`src/rtl/amstrad_mmu_pkg.sv`:
```
// amstrad_mmu_pkg: shared opcodes, constants and helpers for the CPC memory mapper.
package amstrad_mmu_pkg;

  // Gate-array function code in D[7:6] of a 7Fxx write.
  typedef enum logic [1:0] {
    GA_OP_PEN = 2'b00,
    GA_OP_INK = 2'b01,
    GA_OP_RMR = 2'b10,
    GA_OP_MMR = 2'b11
  } ga_op_e;

  localparam int BASE_BLOCK_DEFAULT = 2;
  localparam int PAGE_SHIFT         = 14;

  // Lower ROM sits at the 16K page with only the top page-index bit set.
  function automatic int lrom_page(input int page_w);
    return 1 << (page_w - 1);
  endfunction

  // Mask that folds a requested expansion bank onto the populated banks.
  // ext_size k selects 2^(k+2) banks, clamped to the bank index width.
  function automatic logic [7:0] ext_bank_mask(input logic [2:0] ext_size, input int bank_bits);
    int lg;
    if (ext_size == 3'd0) return 8'd0;
    lg = int'(ext_size) + 2;
    if (lg > bank_bits) lg = bank_bits;
    return 8'((1 << lg) - 1);
  endfunction

endpackage

```
`src/rtl/amstrad_mmu_page_map.sv`:
```
// amstrad_mmu_page_map: combinational 16K page select for the CPC mapper.
// Takes the top two Z80 address bits plus the registered mapper state and
// produces the physical page index and the ROM-overlay flag.
module amstrad_mmu_page_map
  import amstrad_mmu_pkg::*;
#(
  parameter int EXT_BANK_BITS = 5,
  parameter int ROM_BANK_BITS = 8,
  parameter int PAGE_W        = 9,
  parameter int BASE_BLOCK    = BASE_BLOCK_DEFAULT
) (
  input  logic [1:0]               a_hi,
  input  logic                     mem_rd,
  input  logic                     lrom_dis,
  input  logic                     urom_dis,
  input  logic [2:0]               ram_map,
  input  logic [EXT_BANK_BITS-1:0] ext_bank,
  input  logic [ROM_BANK_BITS-1:0] rom_bank,
  output logic                     rom_active,
  output logic [PAGE_W-1:0]        page
);

  localparam logic [PAGE_W-1:0] LROM_PAGE = PAGE_W'(lrom_page(PAGE_W));
  localparam logic [PAGE_W-3:0] BASE_BLK  = (PAGE_W-2)'(BASE_BLOCK);

  // Expansion bank n lives in 64K block n+3; one extra bit so it never wraps.
  logic [EXT_BANK_BITS:0] ext_blk;
  logic                   rom_hit;

  assign ext_blk    = {1'b0, ext_bank} + (EXT_BANK_BITS+1)'(3);
  assign rom_hit    = mem_rd & (((a_hi == 2'b00) & ~lrom_dis) | ((a_hi == 2'b11) & ~urom_dis));
  assign rom_active = rom_hit;

  // Priority page select: ROM overlay first, then the RAM configuration table.
  always_comb begin
    page = {BASE_BLK, a_hi};
    if (rom_hit) begin
      if (!a_hi[1]) page = LROM_PAGE;
      else          page = PAGE_W'({1'b1, rom_bank});
    end else if (ram_map == 3'd2) begin
      page = PAGE_W'({ext_blk, a_hi});
    end else if ((ram_map == 3'd1 || ram_map == 3'd3) && a_hi == 2'b11) begin
      page = PAGE_W'({ext_blk, 2'b11});
    end else if (ram_map == 3'd3 && a_hi == 2'b01) begin
      page = {BASE_BLK, 2'b11};
    end else if (ram_map[2] && a_hi == 2'b01) begin
      page = PAGE_W'({ext_blk, ram_map[1:0]});
    end
  end

endmodule

```
`src/rtl/amstrad_mmu_xmem.sv`:
```
// amstrad_mmu_xmem: CPC memory mapper with RAM expansion up to 4MB.
// Decodes gate-array RMR/MMR writes (7Fxx) and upper-ROM select (DFxx),
// owns the ROM enable state and drives the physical SDRAM address.
// Optional build macro MMU_CONFIG_READBACK_EN adds cfg_rd/cfg_q readback.
module amstrad_mmu_xmem
  import amstrad_mmu_pkg::*;
#(
  parameter int EXT_BANK_BITS = 5,
  parameter int ROM_BANK_BITS = 8,
  parameter int ADDR_W        = 23,
  parameter int BASE_BLOCK    = BASE_BLOCK_DEFAULT
) (
  input  logic                          CLK,
  input  logic                          reset_n,
  input  logic                          io_WR,
  input  logic                          mem_RD,
  input  logic                          plus_mode,
  input  logic [2:0]                    ext_size,
  input  logic [(1<<ROM_BANK_BITS)-1:0] rom_map,
  input  logic [15:0]                   A,
  input  logic [7:0]                    D,
`ifdef MMU_CONFIG_READBACK_EN
  input  logic                          cfg_rd,
  output logic [15:0]                   cfg_q,
`endif
  output logic [ADDR_W-1:0]             ram_A,
  output logic                          rom_active,
  output logic                          cfg_changed
);

  localparam int PAGE_W = ADDR_W - PAGE_SHIFT;

  // Parameter sanity: bank width range and that every page fits in ram_A.
  if (EXT_BANK_BITS < 3 || EXT_BANK_BITS > 6) begin : g_bad_ebb
    $error("EXT_BANK_BITS must be 3..6");
  end
  if (EXT_BANK_BITS + 3 > PAGE_W) begin : g_bad_ext_fit
    $error("ADDR_W too small for expansion block index");
  end
  if (ROM_BANK_BITS + 1 > PAGE_W) begin : g_bad_rom_fit
    $error("ADDR_W too small for upper ROM pages");
  end
  if (BASE_BLOCK >= (1 << (PAGE_W - 2))) begin : g_bad_base
    $error("BASE_BLOCK does not fit in ADDR_W");
  end

  logic [2:0]               ram_map_q,     ram_map_d;
  logic [EXT_BANK_BITS-1:0] ext_bank_q,    ext_bank_d;
  logic [ROM_BANK_BITS-1:0] rom_bank_q,    rom_bank_d;
  logic                     lrom_dis_q,    lrom_dis_d;
  logic                     urom_dis_q,    urom_dis_d;
  logic                     old_wr_q,      old_wr_d;
  logic                     cfg_changed_q, cfg_changed_d;

  logic                     wr_edge;
  logic [EXT_BANK_BITS-1:0] ext_cand;
  logic [EXT_BANK_BITS-1:0] ext_mask;
  logic [ROM_BANK_BITS-1:0] d_rom;
  logic [PAGE_W-1:0]        page;

  // Requested bank: inverted high address bits above the three data bits.
  if (EXT_BANK_BITS > 3) begin : g_ext_hi
    assign ext_cand = {~A[EXT_BANK_BITS+4:8], D[5:3]};
  end else begin : g_ext_lo
    assign ext_cand = D[5:3];
  end

  assign wr_edge  = io_WR & ~old_wr_q;
  assign ext_mask = EXT_BANK_BITS'(ext_bank_mask(ext_size, EXT_BANK_BITS));
  assign d_rom    = ROM_BANK_BITS'(D);

  // Next-state decode of I/O writes; both decodes may fire on one edge.
  always_comb begin
    ram_map_d     = ram_map_q;
    ext_bank_d    = ext_bank_q;
    rom_bank_d    = rom_bank_q;
    lrom_dis_d    = lrom_dis_q;
    urom_dis_d    = urom_dis_q;
    old_wr_d      = io_WR;
    cfg_changed_d = 1'b0;
    if (wr_edge) begin
      if (!A[15]) begin
        if (ga_op_e'(D[7:6]) == GA_OP_RMR) begin
          lrom_dis_d    = D[2];
          urom_dis_d    = D[3];
          cfg_changed_d = 1'b1;
        end else if (ga_op_e'(D[7:6]) == GA_OP_MMR && ext_size != 3'd0) begin
          ram_map_d     = D[2:0];
          ext_bank_d    = ext_cand & ext_mask;
          cfg_changed_d = 1'b1;
        end
      end
      if (!A[13]) begin
        // Absent ROMs fall back to bank 0 unless the Plus firmware selects freely.
        rom_bank_d    = (plus_mode || rom_map[d_rom]) ? d_rom : '0;
        cfg_changed_d = 1'b1;
      end
    end
  end

  // Mapper state registers with synchronous active-low reset.
  always_ff @(posedge CLK) begin
    if (!reset_n) begin
      ram_map_q     <= '0;
      ext_bank_q    <= '0;
      rom_bank_q    <= '0;
      lrom_dis_q    <= 1'b0;
      urom_dis_q    <= 1'b0;
      old_wr_q      <= 1'b0;
      cfg_changed_q <= 1'b0;
    end else begin
      ram_map_q     <= ram_map_d;
      ext_bank_q    <= ext_bank_d;
      rom_bank_q    <= rom_bank_d;
      lrom_dis_q    <= lrom_dis_d;
      urom_dis_q    <= urom_dis_d;
      old_wr_q      <= old_wr_d;
      cfg_changed_q <= cfg_changed_d;
    end
  end

  amstrad_mmu_page_map #(
    .EXT_BANK_BITS(EXT_BANK_BITS),
    .ROM_BANK_BITS(ROM_BANK_BITS),
    .PAGE_W       (PAGE_W),
    .BASE_BLOCK   (BASE_BLOCK)
  ) u_page_map (
    .a_hi      (A[15:14]),
    .mem_rd    (mem_RD),
    .lrom_dis  (lrom_dis_q),
    .urom_dis  (urom_dis_q),
    .ram_map   (ram_map_q),
    .ext_bank  (ext_bank_q),
    .rom_bank  (rom_bank_q),
    .rom_active(rom_active),
    .page      (page)
  );

  assign ram_A       = {page, A[13:0]};
  assign cfg_changed = cfg_changed_q;

`ifdef MMU_CONFIG_READBACK_EN
  logic [15:0] cfg_word_q, cfg_word_d;

  // Readback capture: A[0] picks the ROM bank, otherwise the packed RAM/ROM config.
  always_comb begin
    cfg_word_d = cfg_word_q;
    if (cfg_rd) begin
      if (A[0]) cfg_word_d = 16'(rom_bank_q);
      else      cfg_word_d = {urom_dis_q, lrom_dis_q, ram_map_q, 11'(ext_bank_q)};
    end
  end

  // Readback register, one cycle behind cfg_rd.
  always_ff @(posedge CLK) begin
    if (!reset_n) cfg_word_q <= '0;
    else          cfg_word_q <= cfg_word_d;
  end

  assign cfg_q = cfg_word_q;
`endif

endmodule

```
`config.mk`:
```
export PLATFORM = sky130hd
export DESIGN_NAME = amstrad_mmu_xmem
export DESIGN_NICKNAME = d
export VERILOG_FILES = /design/src/rtl/amstrad_mmu_pkg.sv /design/src/rtl/amstrad_mmu_page_map.sv /design/src/rtl/amstrad_mmu_xmem.sv
export SDC_FILE = /design/constraint.sdc
export NUM_CORES = 1
export LEC_CHECK = 0
export ABC_AREA = 1
export CAP_MARGIN = 20
export CORE_AREA = 2 2 122 124
export DETAILED_ROUTE_END_ITERATION = 6
export DIE_AREA = 0 0 124 126
export PLACE_DENSITY = 0.7
export SLEW_MARGIN = 20
export SYNTH_ARGS = -nofsm -noshare
export SYNTH_HDL_FRONTEND = slang
export SYNTH_SLANG_ARGS = --single-unit
```
`constraint.sdc`:
```
create_clock -name CLK -period 3.1 [get_ports CLK]
set_input_delay 0.465 -clock CLK [delete_from_list [all_inputs] [get_ports CLK]]
set_output_delay 0.465 -clock CLK [all_outputs]
set_load 0.05 [all_outputs]
```
==> out/results.tsv, run 1 <==
stage	metric	value	unit
status	status	complete, no violations	
floorplanning	die-area	15600	um2
run	drv_cap	0	
sta	rsz0062_at_grt	no	
cells_and_area	fillCellCount	1551	
grt	top_usage_layer	met2	
grt	use_met1	27.5	%
min_path	hold_path_class	flip-flop to flip-flop	
setup_path	worstSetupStartpointType	primary input	
setup_path	r2r_slack	1.73	ns
drt	drt-initial-drc-count	251	
pwr	switching_power	0.475	mW
setup_path	endpoint_kind	primary output	
floorplanning	num_rows	44	
logic_synthesis	ys_ff_latch	20	
clocking	cts_buffers	3	
grt	grt_use_met3	3.62	%
pwr	p_per_area	201	nW/um2
logic_synthesis	synth_top_family_by_area	simple AND/OR/NAND/NOR gates	
sta	layout_setup_ws	0.463	ns
sta	skew	0.00173	ns
sta	hold_viol_final	0	
sta	whs	0.466	ns
setup_path	required	2.63	ns
logic_synthesis	synth_largest_area_cell	nand2_1	
logic_synthesis	synth_xor_area_share	0.680	%
setup_path	crit_end	ram_A[19]	
logic_synthesis	synth-compound-area-share	6.77	%
cells_and_area	ff_latch_area	400	um2
setup_path	cp.arrival	2.17	ns
clocking	cts_tree	done	
clocking	cts_setup_buffers	0	
drt	via_per_inst	4.90	
clocking	htreeDepth	1	
sta	setup_viol	0	
setup_path	reg2regPathDepth	7	
logic_synthesis	yosysWarnings	0	
floorplanning	io_pins	313	
placement	gp_congestion	0.861	
sta	relSlewSlack	49.3	%
grt	grt_overflow	0	
logic_synthesis	synthMuxAreaShare	0	%
pwr	p_int	0.914	mW
clocking	path_clk_slew	0.05	ns
pwr	power_frac_seq	19.6	%
pwr	peakVddDrop	0.000202	V
logic_synthesis	synth-main-ff-cell	dfxtp_1	
logic_synthesis	synthSimpleGateAreaFrac	66.6	%
logic_synthesis	synth_top_area_share	32.5	%
logic_synthesis	ys_seq_area_share	10.4	%
grt	met2_usage	40.5	%
grt	grt_antenna_before_repair	1	
logic_synthesis	synth.area.top_cells	nand2_1 (32%), nand3_1 (31%), dfxtp_1 (10%), buf_4 (5.6%), buf_2 (3.8%)	
sta	slew_viol_final	0	
grt	grt_pass1_wl	28200	um
setup_path	crit_type	primary input to primary output	
drt	wl_per_cell	15.5	um
placement	pre_cts_ws	0.321	ns
setup_path	r2r_start	old_wr_q$_SDFF_PN0_	
placement	port_buffers	290	
clocking	clockBufferDepth	2	
sta	tns	0	ns
logic_synthesis	synthDistinctLibCells	31	
logic_synthesis	async_flop_share	0	%
pwr	p_clk_share	18.5	%
logic_synthesis	syn_area	3860	um2
floorplanning	start_util	27.0	%
logic_synthesis	synth_cells	778	
cells_and_area	multi_input_area	2920	um2
floorplanning	die_h	126	um
drt	antenna_left	0	
clocking	cts.sinks	20	
pwr	p_leak	2.97	nW
clocking	insertion_delay	0.25	ns
floorplanning	die_w	124	um
pwr	swShare	34.2	%
sta	fmax	379	MHz
cells_and_area	drive_gt1_share	3.65	%
grt	grt_max_degree	106	
logic_synthesis	syn_nets	1071	
clocking	cts-root-buf	clkbuf_16	
drt	num_vias	5872	
logic_synthesis	synth_edf_count	0	
setup_path	r2r_end	ram_map_q[0]$_SDFFE_PN0P_	
floorplanning	core_region_area	14300	um2
drt	drc	0	
grt	grt_use_total	22.7	%
drt	detail_route.first_pass.iterations	6	
cells_and_area	fin_util	48.3	%
logic_synthesis	postSynthAreaPerCell	4.96	um2
clocking	cts_resized	0	
sta	fin_crit	2.64	ns
grt	grt_pass1_vias	5654	
clocking	ctsHoldBuffers	0	
sta	fin_crit_sh	85.1	%
cells_and_area	fin_nets	1309	
pwr	combPwrFrac	62.0	%
sta	tightestPinTransition	0.760	ns
setup_path	cp-startpoint	A[14]	
cells_and_area	areaGrowthSynthToFinish	78.8	%
logic_synthesis	yosys.area_share.adder	1.62	%
drt	drt-total-wl	18600	um
placement	hpwlAfterDp	14500	um
setup_path	crit_fanout	5	
-- registers in the layout (all words and copies together) (netlist names) --
name / cells
rom_bank_q: 8
lrom_dis_q: 1
ram_map_q: 3
old_wr_q: 1
cfg_changed: 1
urom_dis_q: 1
ext_bank_q: 5
-- cells in the mapped netlist (3+ instances only) --
cell type and count:
nand2_1 334, nand3_1 239, buf_2 29, buf_4 29
inv_1 27, a21oi_1 20, dfxtp_1 20, nor2_1 20
o21ai_0 12, clkbuf_1 11, ha_1 5, buf_1 3
nor3_1 3, o21ai_1 3, xnor2_1 3
-- cell usage in the layout, fill, tap and decap left out, types with 5 or more instances in the layout --
cell,count
nor2_1,20
buf_4,13
buf_12,14
o21ai_0,12
dfxtp_1,20
inv_1,26
nand3_1,239
nand2_1,334
a21oi_1,20
clkdlybuf4s50_1,277
ha_1,5
-- power by group through the flow --
stage	registers (mW)	clock network [mW]	logic, mW
after floorplan	0.277	0	0.421
after global placement	0.277	0	0.864
after detailed placement	0.277	0	0.867
after CTS	0.272	0.263	0.871
after global routing	0.272	0.273	0.951
final	0.272	0.256	0.861
-- critical path, cell delays in order --
cell and delay [ns]:
clkdlybuf4s50_1 0.52, inv_1 0.09, nor2_1 0.09, nand2_1 0.07
o311ai_0 0.14, nand2_1 0.20, o31ai_1 0.40, buf_12 0.19
-- cells by family (layout without fill, tap and decap cells) --
kind of cell    after synthesis  after routing
compound gates               46             46
xor+xnor                      3              3
fa+ha+maj                     5              5
buf+inv                     103            339
flops                        20             20
other cells                   0              1
simple gates                601            601
-- worst min-delay path by stage --
stage / from / endpoint / slack [ns] / cells past startpoint
floorplan: ext_bank_q[2]$_SDFFE_PN0P_ / ext_bank_q[2]$_SDFFE_PN0P_ / 0.45 / 2
global placement: ext_bank_q[2]$_SDFFE_PN0P_ / ext_bank_q[2]$_SDFFE_PN0P_ / 0.46 / 2
detailed placement: ext_bank_q[2]$_SDFFE_PN0P_ / ext_bank_q[2]$_SDFFE_PN0P_ / 0.46 / 2
CTS: ext_bank_q[2]$_SDFFE_PN0P_ / ext_bank_q[2]$_SDFFE_PN0P_ / 0.46 / 2
global route: ext_bank_q[2]$_SDFFE_PN0P_ / ext_bank_q[2]$_SDFFE_PN0P_ / 0.48 / 2
finish: rom_bank_q[4]$_SDFFE_PN0P_ / rom_bank_q[4]$_SDFFE_PN0P_ / 0.47 / 2
-- per-stage QoR --
stage | instances | power [mW] | cell area [um2]
3_5_place_dp | 1195 | 1.14 | 6830
3_3_place_gp | 1195 | 1.14 | 6830
4_1_cts | 1198 | 1.41 | 6900
6_report | 1199 | 1.39 | 6910
2_1_floorplan | 778 | 0.699 | 3860
5_1_grt | 1199 | 1.50 | 6910
-- final cells by class --
cell class              instances  share of cell area [%]
repair buffers                306                    45.8
clock buffers                   3                    1.09
inverters                      30                    1.67
diodes                          1                  0.0362
flip-flops and latches         20                    5.80
multi-input cells             655                    42.3
well taps                     184                    3.33
-- layer usage --
metal	up-vias	routed length [um]
li1	3020	-
met1	2553	7620
met2	257	8880
met3	42	1470
met4	0	642
met5	-	0
(Power assumes the default switching activity.)
==> run 2: changes to the inputs <==
--- a/config.mk
+++ b/config.mk
@@ -7,10 +7,12 @@
 export LEC_CHECK = 0
 export ABC_AREA = 1
 export CAP_MARGIN = 20
-export CORE_AREA = 2 2 122 124
+export CELL_PAD_IN_SITES_DETAIL_PLACEMENT = 1
+export CELL_PAD_IN_SITES_GLOBAL_PLACEMENT = 2
+export CORE_AREA = 2 2 164 166
 export DETAILED_ROUTE_END_ITERATION = 6
-export DIE_AREA = 0 0 124 126
-export PLACE_DENSITY = 0.7
+export DIE_AREA = 0 0 166 168
+export PLACE_DENSITY = 0.88
 export SLEW_MARGIN = 20
 export SYNTH_ARGS = -nofsm -noshare
 export SYNTH_HDL_FRONTEND = slang
==> out/results.tsv, run 2 (synthesis gave the netlist of run 1 again) <==
stage	metric	value	unit	change
drt	drt-initial-drc-count	308		was 251
clocking	cts-root-buf	clkbuf_16		unchanged
drt	drt-total-wl	22800	um	was 18600 um
setup_path	crit_type	primary input to primary output		unchanged
cells_and_area	areaGrowthSynthToFinish	85.5	%	was 78.8%
setup_path	r2r_slack	1.64	ns	was 1.73 ns
placement	gp_congestion	0.805		was 0.861
sta	whs	0.471	ns	was 0.466 ns
grt	grt_use_total	16.0	%	was 22.7%
placement	port_buffers	290		unchanged
run	drv_cap	0		unchanged
floorplanning	die_w	166	um	was 124 um
clocking	cts.sinks	20		unchanged
min_path	hold_path_depth	2		unchanged
pwr	total_power	1.52	mW	was 1.39 mW
floorplanning	core_region_area	26400	um2	was 14300 um2
pwr	power_frac_seq	17.9	%	was 19.6%
cells_and_area	largest_register_ffs	8		unchanged
grt	grt_max_degree	66		was 106
clocking	insertion_delay	0.26	ns	was 0.25 ns
sta	setup_viol	0		unchanged
setup_path	worst_path_max_delay_cell	clkdlybuf4s50_1		unchanged
grt	grt_antenna_before_repair	2		was 1
cells_and_area	fin_util	27.2	%	was 48.3%
min_path	min_from	rom_bank_q[1]$_SDFFE_PN0P_		was rom_bank_q[4]$_SDFFE_PN0P_
sta	fmax	371	MHz	was 379 MHz
setup_path	endpoint_kind	primary output		unchanged
cells_and_area	layout_commonest_cell	nand2_1		unchanged
setup_path	critPathBufInv	3		unchanged
clocking	htreeDepth	1		unchanged
sta	relSlewSlack	56.0	%	was 49.3%
placement	hpwlAfterDp	18300	um	was 14500 um
setup_path	r2r_start	old_wr_q$_SDFF_PN0_		unchanged
cells_and_area	largestRegisters	rom_bank_q x8, ext_bank_q x5, ram_map_q x3		unchanged
pwr	combPwrFrac	58.6	%	was 62.0%
drt	num_vias	6013		was 5872
pwr	peakVddDrop	0.000170	V	was 0.000202 V
pwr	p_int	1.00	mW	was 0.914 mW
sta	skew	0.00565	ns	was 0.00173 ns
grt	grt_pass1_vias	6348		was 5654
placement	pre_cts_ws	0.294	ns	was 0.321 ns
setup_path	cp_slowest_stage_delay	0.53	ns	was 0.52 ns
pwr	p_leak	3.00	nW	was 2.97 nW
min_path	worstHoldEndpoint	rom_bank_q[1]$_SDFFE_PN0P_		was rom_bank_q[4]$_SDFFE_PN0P_
grt	grt_overflow	0		unchanged
floorplanning	start_util	14.7	%	was 27.0%
status	status	complete, no violations		unchanged
clocking	cts_buffers	3		unchanged
setup_path	crit_fanout	10		was 5
setup_path	cp_top_family	buffers and inverters		unchanged
sta	rsz0062_at_grt	no		unchanged
setup_path	required	2.63	ns	about the same
cells_and_area	most-common-layout-cells	nand2_1 (334), clkdlybuf4s50_1 (277), nand3_1 (239)		unchanged
drt	antenna_left	0		unchanged
setup_path	r2r_end	ram_map_q[0]$_SDFFE_PN0P_		unchanged
clocking	cts_setup_buffers	0		unchanged
grt	grt_pass1_wl	35700	um	was 28200 um
pwr	swShare	33.9	%	was 34.2%
cells_and_area	drive_gt1_share	4.12	%	was 3.65%
cells_and_area	registers.top_by_ff_count	rom_bank_q		unchanged
pwr	switching_power	0.515	mW	was 0.475 mW
sta	fin_crit	2.70	ns	was 2.64 ns
min_path	hold_path_class	flip-flop to flip-flop		unchanged
sta	layout_setup_ws	0.401	ns	was 0.463 ns
setup_path	path_cells	clkdlybuf4s50_1 -> buf_4 -> nand4_1 -> o311ai_0 -> nand2_1 -> o31ai_1 -> buf_12		was clkdlybuf4s50_1 -> inv_1 -> nor2_1 -> nand2_1 -> o311ai_0 -> nand2_1 -> o31ai_1 -> buf_12
pwr	p_clk_share	23.5	%	was 18.5%
setup_path	worstSetupStartpointType	primary input		unchanged
floorplanning	die_h	168	um	was 126 um
floorplanning	io_pins	313		unchanged
pwr	p_per_area	212	nW/um2	was 201 nW/um2
drt	detail_route.first_pass.iterations	5		was 6
clocking	clockBufferDepth	2		unchanged
sta	tns	0	ns	unchanged
drt	wl_per_cell	16.8	um	was 15.5 um
clocking	path_clk_slew	0.06	ns	was 0.05 ns
clocking	ctsHoldBuffers	0		unchanged
sta	hold_viol_final	0		unchanged
sta	slew_viol_final	0		unchanged
drt	via_per_inst	4.41		was 4.90
cells_and_area	fin_nets	1313		was 1309
setup_path	reg2regPathDepth	7		unchanged
sta	tightestPinTransition	0.659	ns	was 0.760 ns
floorplanning	die-area	27900	um2	was 15600 um2
drt	drc	0		unchanged
clocking	cts_resized	0		unchanged
setup_path	cp.arrival	2.23	ns	was 2.17 ns
sta	fin_crit_sh	87.1	%	was 85.1%
floorplanning	num_rows	60		was 44
clocking	cts_tree	done		unchanged
[run 2: cell types whose count changed in the layout (fill, tap and decap cells not counted)]
cell | previous run | this run
diode_2 | 1 | 2
bufinv_16 | 0 | 1
buf_4 | 13 | 17
[run 2: power by group through the flow]
| stage | registers (mW) | logic [mW] | clock network (mW) |
|---|---|---|---|
| floorplan | 0.277 | 0.421 | 0 |
| global placement | 0.277 | 0.896 | 0 |
| detailed placement | 0.277 | 0.904 | 0 |
| CTS | 0.272 | 0.908 | 0.362 |
| global route | 0.273 | 0.986 | 0.370 |
| finish | 0.272 | 0.890 | 0.357 |
[run 2: worst register-to-register path, cell delays in order (launching register included)]
cell and delay [ns]:
dfxtp_1 0.31, inv_1 0.05, nand3_1 0.14, inv_1 0.08, nand2_1 0.36, inv_1 0.17, o21ai_0 0.18, a21oi_1 0.06
[run 2: worst max path at each step]
stage / end / startpoint / cells past startpoint / slack (ns)
2_1_floorplan: ram_A[14] / A[15] / 7 / 0.27
3_3_place_gp: ext_bank_q[1]$_SDFFE_PN0P_ / ext_size[1] / 11 / 0.39
3_5_place_dp: ext_bank_q[1]$_SDFFE_PN0P_ / ext_size[1] / 11 / 0.29
4_1_cts: ram_A[19] / A[15] / 7 / 0.39
5_1_grt: ram_A[19] / A[15] / 7 / 0.18
6_report: ram_A[19] / A[15] / 7 / 0.40
[run 2: final cells by class]
cell class	count	area, um2
fillers	3364	19200
repair buffers	310	3190
multi-input cells	655	2920
well taps	341	427
flip-flops and latches	20	400
inverters	30	115
clock buffers	3	75.1
clock inverters	1	30.0
diodes	2	5.00
[run 2: routing by layer]
metal	track usage (%)	vias to the layer above	wire length, um
met1	20.1	2748	9960
met4	4.12	0	572
met2	28.3	202	11000
met3	2.91	31	1330
li1	-	3032	-
met5	0	-	0
[run 2: per-stage QoR]
stage          cells  cell area (um2)
5_1_grt         1361             7160
3_5_place_dp    1356             7060
6_report        1362             7170
4_1_cts         1360             7160
3_3_place_gp    1356             7060
2_1_floorplan    778             3860
==> run 3: changes to the inputs <==
--- a/config.mk
+++ b/config.mk
@@ -12,7 +12,10 @@
 export CORE_AREA = 2 2 164 166
 export DETAILED_ROUTE_END_ITERATION = 6
 export DIE_AREA = 0 0 166 168
+export GPL_ROUTABILITY_DRIVEN = 0
 export PLACE_DENSITY = 0.88
+export RECOVER_POWER = 25
+export SKIP_LAST_GASP = 1
 export SLEW_MARGIN = 20
 export SYNTH_ARGS = -nofsm -noshare
 export SYNTH_HDL_FRONTEND = slang
==> results of run 3 <==
No change in the layout: final DEF, timing and power equal those of run 2.
